**src/rtl/narrow_responder.sv**
```systemverilog
// Narrow-bus responder: byte/halfword transfers as byte accesses on an 8-bit wait-state device.
// Optional MISALIGN_ERR_EN: misaligned halfwords return an error pulse instead of executing.
module narrow_responder #(
  parameter int WAIT_STATES = 2,
  parameter int ADDR_W      = 16
) (
  input  logic              clk_i,
  input  logic              reset_i,
  input  logic [63:0]       s_adr_i,
  input  logic              s_cyc_i,
  input  logic              s_stb_i,
  input  logic              s_we_i,
  input  logic              s_siz_i,
  input  logic [15:0]       s_dat_i,
  output logic              s_ack_o,
  output logic [15:0]       s_dat_o,
  output logic              s_err_o,
  output logic [ADDR_W-1:0] dev_adr_o,
  output logic [7:0]        dev_dat_o,
  input  logic [7:0]        dev_dat_i,
  output logic              dev_stb_o,
  output logic              dev_we_o
);

  typedef enum logic [1:0] {
    IDLE,
    BYTE0,
    BYTE1,
    ACK
  } state_t;

  localparam int CW =
    (WAIT_STATES > 0) ? $clog2(WAIT_STATES + 1) : 1;
  localparam logic [CW-1:0] LAST = CW'(WAIT_STATES);

  state_t            state, state_n;
  logic [CW-1:0]     cnt, cnt_n;
  logic [ADDR_W-1:0] adr, adr_n;
  logic              we, we_n;
  logic              siz, siz_n;
  logic [15:0]       dat, dat_n;
  logic [15:0]       rdata, rdata_n;
  logic              hold, hold_n;
  logic              mis, mis_n;
  logic              last;
  logic              unused_adr;

  // Upper address bits beyond ADDR_W are deliberately ignored.
  assign unused_adr = ^s_adr_i;

  assign last = (cnt == LAST);

  always_ff @(posedge clk_i) begin
    if (!reset_i) begin
      state <= IDLE;
      cnt   <= '0;
      adr   <= '0;
      we    <= 1'b0;
      siz   <= 1'b0;
      dat   <= '0;
      rdata <= '0;
      hold  <= 1'b0;
      mis   <= 1'b0;
    end else begin
      state <= state_n;
      cnt   <= cnt_n;
      adr   <= adr_n;
      we    <= we_n;
      siz   <= siz_n;
      dat   <= dat_n;
      rdata <= rdata_n;
      hold  <= hold_n;
      mis   <= mis_n;
    end
  end

  always_comb begin
    state_n = state;
    cnt_n   = cnt;
    adr_n   = adr;
    we_n    = we;
    siz_n   = siz;
    dat_n   = dat;
    rdata_n = rdata;
    hold_n  = 1'b0;
    mis_n   = mis;
    unique case (state)
      IDLE: begin
        // hold masks the cycle right after ACK so a stale stb is not re-taken
        if (!hold && s_cyc_i && s_stb_i) begin
          adr_n   = s_adr_i[ADDR_W-1:0];
          we_n    = s_we_i;
          siz_n   = s_siz_i;
          dat_n   = s_dat_i;
          cnt_n   = '0;
          mis_n   = 1'b0;
          state_n = BYTE0;
`ifdef MISALIGN_ERR_EN
          if (s_siz_i && s_adr_i[0]) begin
            mis_n   = 1'b1;
            state_n = ACK;
          end
`endif
        end
      end
      BYTE0: begin
        if (!s_cyc_i) begin
          cnt_n   = '0;
          state_n = IDLE;
        end else if (last) begin
          cnt_n = '0;
          if (!we) begin
            if (siz) rdata_n = {rdata[15:8], dev_dat_i};
            else     rdata_n = {8'h00, dev_dat_i};
          end
          state_n = siz ? BYTE1 : ACK;
        end else begin
          cnt_n = cnt + CW'(1);
        end
      end
      BYTE1: begin
        if (!s_cyc_i) begin
          cnt_n   = '0;
          state_n = IDLE;
        end else if (last) begin
          cnt_n = '0;
          if (!we) rdata_n = {dev_dat_i, rdata[7:0]};
          state_n = ACK;
        end else begin
          cnt_n = cnt + CW'(1);
        end
      end
      ACK: begin
        hold_n  = 1'b1;
        state_n = IDLE;
      end
      default: begin
        state_n = IDLE;
      end
    endcase
  end

  assign dev_stb_o = (state == BYTE0) || (state == BYTE1);
  assign dev_we_o  = dev_stb_o && we;
  assign s_ack_o   = (state == ACK) && !mis;
  assign s_dat_o   = rdata;

  always_comb begin
    dev_adr_o = '0;
    dev_dat_o = '0;
    unique case (1'b1)
      (state == BYTE0): begin
        dev_adr_o = adr;
        dev_dat_o = dat[7:0];
      end
      (state == BYTE1): begin
        dev_adr_o = adr + ADDR_W'(1);
        dev_dat_o = dat[15:8];
      end
      default: begin
        dev_adr_o = '0;
        dev_dat_o = '0;
      end
    endcase
  end

`ifdef MISALIGN_ERR_EN
  logic err;

  // Registered so the error lands two cycles after acceptance.
  always_ff @(posedge clk_i) begin
    if (!reset_i) err <= 1'b0;
    else          err <= (state == ACK) && mis;
  end

  assign s_err_o = err;
`else
  assign s_err_o = 1'b0;
`endif

endmodule

```
**config.mk**
```make
export PLATFORM = sky130hd
export DESIGN_NAME = narrow_responder
export DESIGN_NICKNAME = d
export VERILOG_FILES = /design/src/rtl/narrow_responder.sv
export SDC_FILE = /design/constraint.sdc
export NUM_CORES = 1
export LEC_CHECK = 0
export ABC_AREA = 1
export ABC_CLOCK_PERIOD_IN_PS = 3200
export BUFFER_PORTS_ARGS = -buffer_cell sky130_fd_sc_hd__buf_2
export CAP_MARGIN = 20
export CORE_MARGIN = 8
export CORE_UTILIZATION = 25
export DETAILED_ROUTE_END_ITERATION = 10
export PLACE_DENSITY = 0.55
export SYNTH_ARGS = -nofsm -noshare
export SYNTH_HDL_FRONTEND = slang
export SYNTH_SLANG_ARGS = --single-unit
```
**constraint.sdc**
```tcl
create_clock -name clk_i -period 3.2 [get_ports clk_i]
set_input_delay 0.48 -clock clk_i [delete_from_list [all_inputs] [get_ports clk_i]]
set_output_delay 0.48 -clock clk_i [all_outputs]
set_load 0.005 [all_outputs]
```
==> flow_summary.toml <==
[die]
fp.dieArea_sq_um = 14800
start_util_pct = 25.7
row_count = 38
io_pins = 138
die_h_um = 122
core_sq_um = 10900
die-width_um = 122

[layout]
area_growth_syn_to_layout_pct = 23.0
utilization_pct = 31.6
diodes = 0
layout-drive-gt1-share_pct = 21.1
fillCellCount = 1234
layout_commonest_cell = "nand2_1"
final_nets = 607
final_cell_mix = "nand2_1, buf_2, a21oi_1, dfxtp_1, inv_1"

[timing]
relSlewSlack_pct = 48.1
fin_skew_ns = 0.00439
setup_violations = 0
setup_tns_ns = 0
max_clock_freq_ghz = 0.392
fin_ws_ns = 0.649
final.period_utilization_pct = 79.7
hold_viol = 0
slew_viol_final = 0
worst_pin_slew_ns = 0.774
rsz0062_at_grt = "false"
min_period_ns = 2.55

[setup_path]
critPathKind = "flip-flop to primary output"
r2r_start = "state[1]"
cp.arrival_ns = 2.07
ff2ff_path_depth = 8
rr_endpoint = "s_dat_o[14]"
critPathRequiredTime_ns = 2.72
start_kind = "flip-flop"
worstPathCellList = "inv_1 -> ha_1 -> buf_4 -> nand2_1 -> a21oi_1 -> buf_2"
r2r_slack_ns = 1.31
max_stage_delay_ns = 0.58
cp.buffers_inverters = 3
end_kind = "primary output"
path_delay_family = "buffers and inverters"
crit_path_max_fanout = 14
cp_slowest_cell = "ha_1"

[pwr]
leakagePower_nw = 1.53
vdd_drop_max_mv = 0.249
cellPowerDensity_nw_per_um2 = 640
power_mw = 2.20

[routing]
drc = 0
first_pass_iters = 5
via_count = 2932
drtIter0Drc = 85
wire_per_inst_um = 13.4
wl_um = 8680
viasPerCell = 4.53
ant_nets = 0

[synth]
synth-xor-area-share_pct = 0
yosys_warnings = 0
synthArstFlopShare_pct = 0
synth.area.mux_share_pct = 0
synth_top_family_by_area = "simple AND/OR/NAND/NOR gates"
synth_cell_types = 27
synth_flop_cell = "dfxtp_1"
synthTopCellsByArea = "dfxtp_1, nand2_1, a21oi_1"
synth_edf_count = 0
syn_nets = 529
yosys.area_share.adder_pct = 2.69
syn_area_per_cell_sq_um = 6.52
yosys_register_bits = 55
synth_top_cell_by_area = "dfxtp_1"
synth_compound_area_share_pct = 20.0
netlist.area_leader.share_pct = 39.4
synth_cells = 429
netlist_area_sq_um = 2800
yosysSeqAreaShare_pct = 39.4
yosys.area_share.simple_pct = 27.8

[clock_network]
clock_path_buffers = 2
h-tree-depth = 2
post_cts_resized = 0
cts-buffers-inserted = 5
cts_tree = "done"
path_clk_slew_ns = 0.10
cts_sinks = 55
hold_buffers = 0
cts_setup_buffers = 0
root_buffer = "clkbuf_8"
clk-insertion-delay-late_ns = 0.31

[grt]
overflow = 0
antenna_found_initial = 0
grt_usage_pct = 11.5
grt_max_degree = 51
grt_pass1_wl_um = 14300
grt_pass1_vias = 2968

[flow_run]
cap_violations = 0

[placed_design]
portBuffers = 88
dp_hpwl_um = 6380
gp_congestion = 0.788
place_ws_ns = 1.00

[hold_path]
worst_hold_path.endpoint = "dat[10]"
hold_path_depth = 3
hold_start = "s_dat_i[10]"
holdCritPathClass = "input port to flip-flop"

[outcome]
status = "completed"
-- logic make-up (layout without fill, tap and decap cells) --
kind of cell / Yosys count / after routing
adder cells (fa/ha/maj): 6 / 6
AO/OA/AOI/OAI: 110 / 110
AND/OR/NAND/NOR: 191 / 191
other: 1 / 1
flip-flops: 55 / 55
buffers and inverters: 66 / 144
-- stage by stage --
step	instance area (sq um)	hold slack [ns]	std cells
final	3440	0.408	647
after detailed placement	3330	0.456	640
after floorplan	2800	0.439	429
after CTS	3440	0.391	647
after global routing	3440	0.405	647
after global placement	3330	0.452	640
-- Yosys cell counts, types with 2 or more instances --
master / count
nand2_1: 126
a21oi_1: 68
nand4_1: 3
buf_2: 9
inv_2: 3
clkbuf_1: 7
buf_6: 2
inv_1: 40
ha_1: 6
nor2_1: 37
o22ai_1: 2
nand3_1: 20
nor2_4: 2
o21ai_0: 37
dfxtp_1: 55
-- how the worst max path moves through the flow --
stage / from / to / slack [ns] / cells after the start
finish: state[1] / dev_adr_o[6] / 0.65 / 6
global route: state[1] / dev_adr_o[11] / 0.47 / 6
CTS: state[1] / dev_adr_o[6] / 0.63 / 6
detailed placement: state[1] / dev_adr_o[4] / 1.0 / 6
global placement: state[1] / dev_adr_o[8] / 0.98 / 6
floorplan: state[0] / dev_adr_o[1] / 1.47 / 5
-- flip-flops by register name (all words and copies together) (netlist names) --
signal	flops
state	2
s_dat_o	16
siz	1
cnt	2
we	1
hold	1
dat	16
adr	16
-- report_power, final --
| group | switching [mW] | leakage (nW) | internal (mW) |
|---|---|---|---|
| Sequential | 0.0742 | 0.448 | 0.784 |
| Clock | 0.236 | 0.0502 | 0.229 |
| Combinational | 0.615 | 1.03 | 0.262 |
-- routing by layer --
metal / vias to the layer above / track usage (%) / wire length (um)
li1: 1530 / - / -
met1: 1335 / 14.1 / 4100
met2: 63 / 19.8 / 4110
met3: 4 / 2.96 / 425
met4: 0 / 2.78 / 48
met5: - / 0 / 0
-- worst reg2reg max path, delay by kind of cell (launching register included) --
family,cells,cell delay (ns)
compound gates,1,0.14
fa+ha+maj,1,0.58
buf+inv,2,0.26
flops,1,0.34
simple gates,4,0.48
-- cell type report --
cell class / count / area, sq um / share of cell area [%]
Sequential cell: 55 / 1100 / 32.0
Timing Repair Buffer: 92 / 470 / 13.7
Clock inverter: 2 / 37.5 / 1.09
Tap cell: 140 / 175 / 5.10
Multi-Input combinational cell: 308 / 1410 / 41.1
Inverter: 45 / 170 / 4.95
Clock buffer: 5 / 68.8 / 2.00
Power figures use the tool's default switching activity.
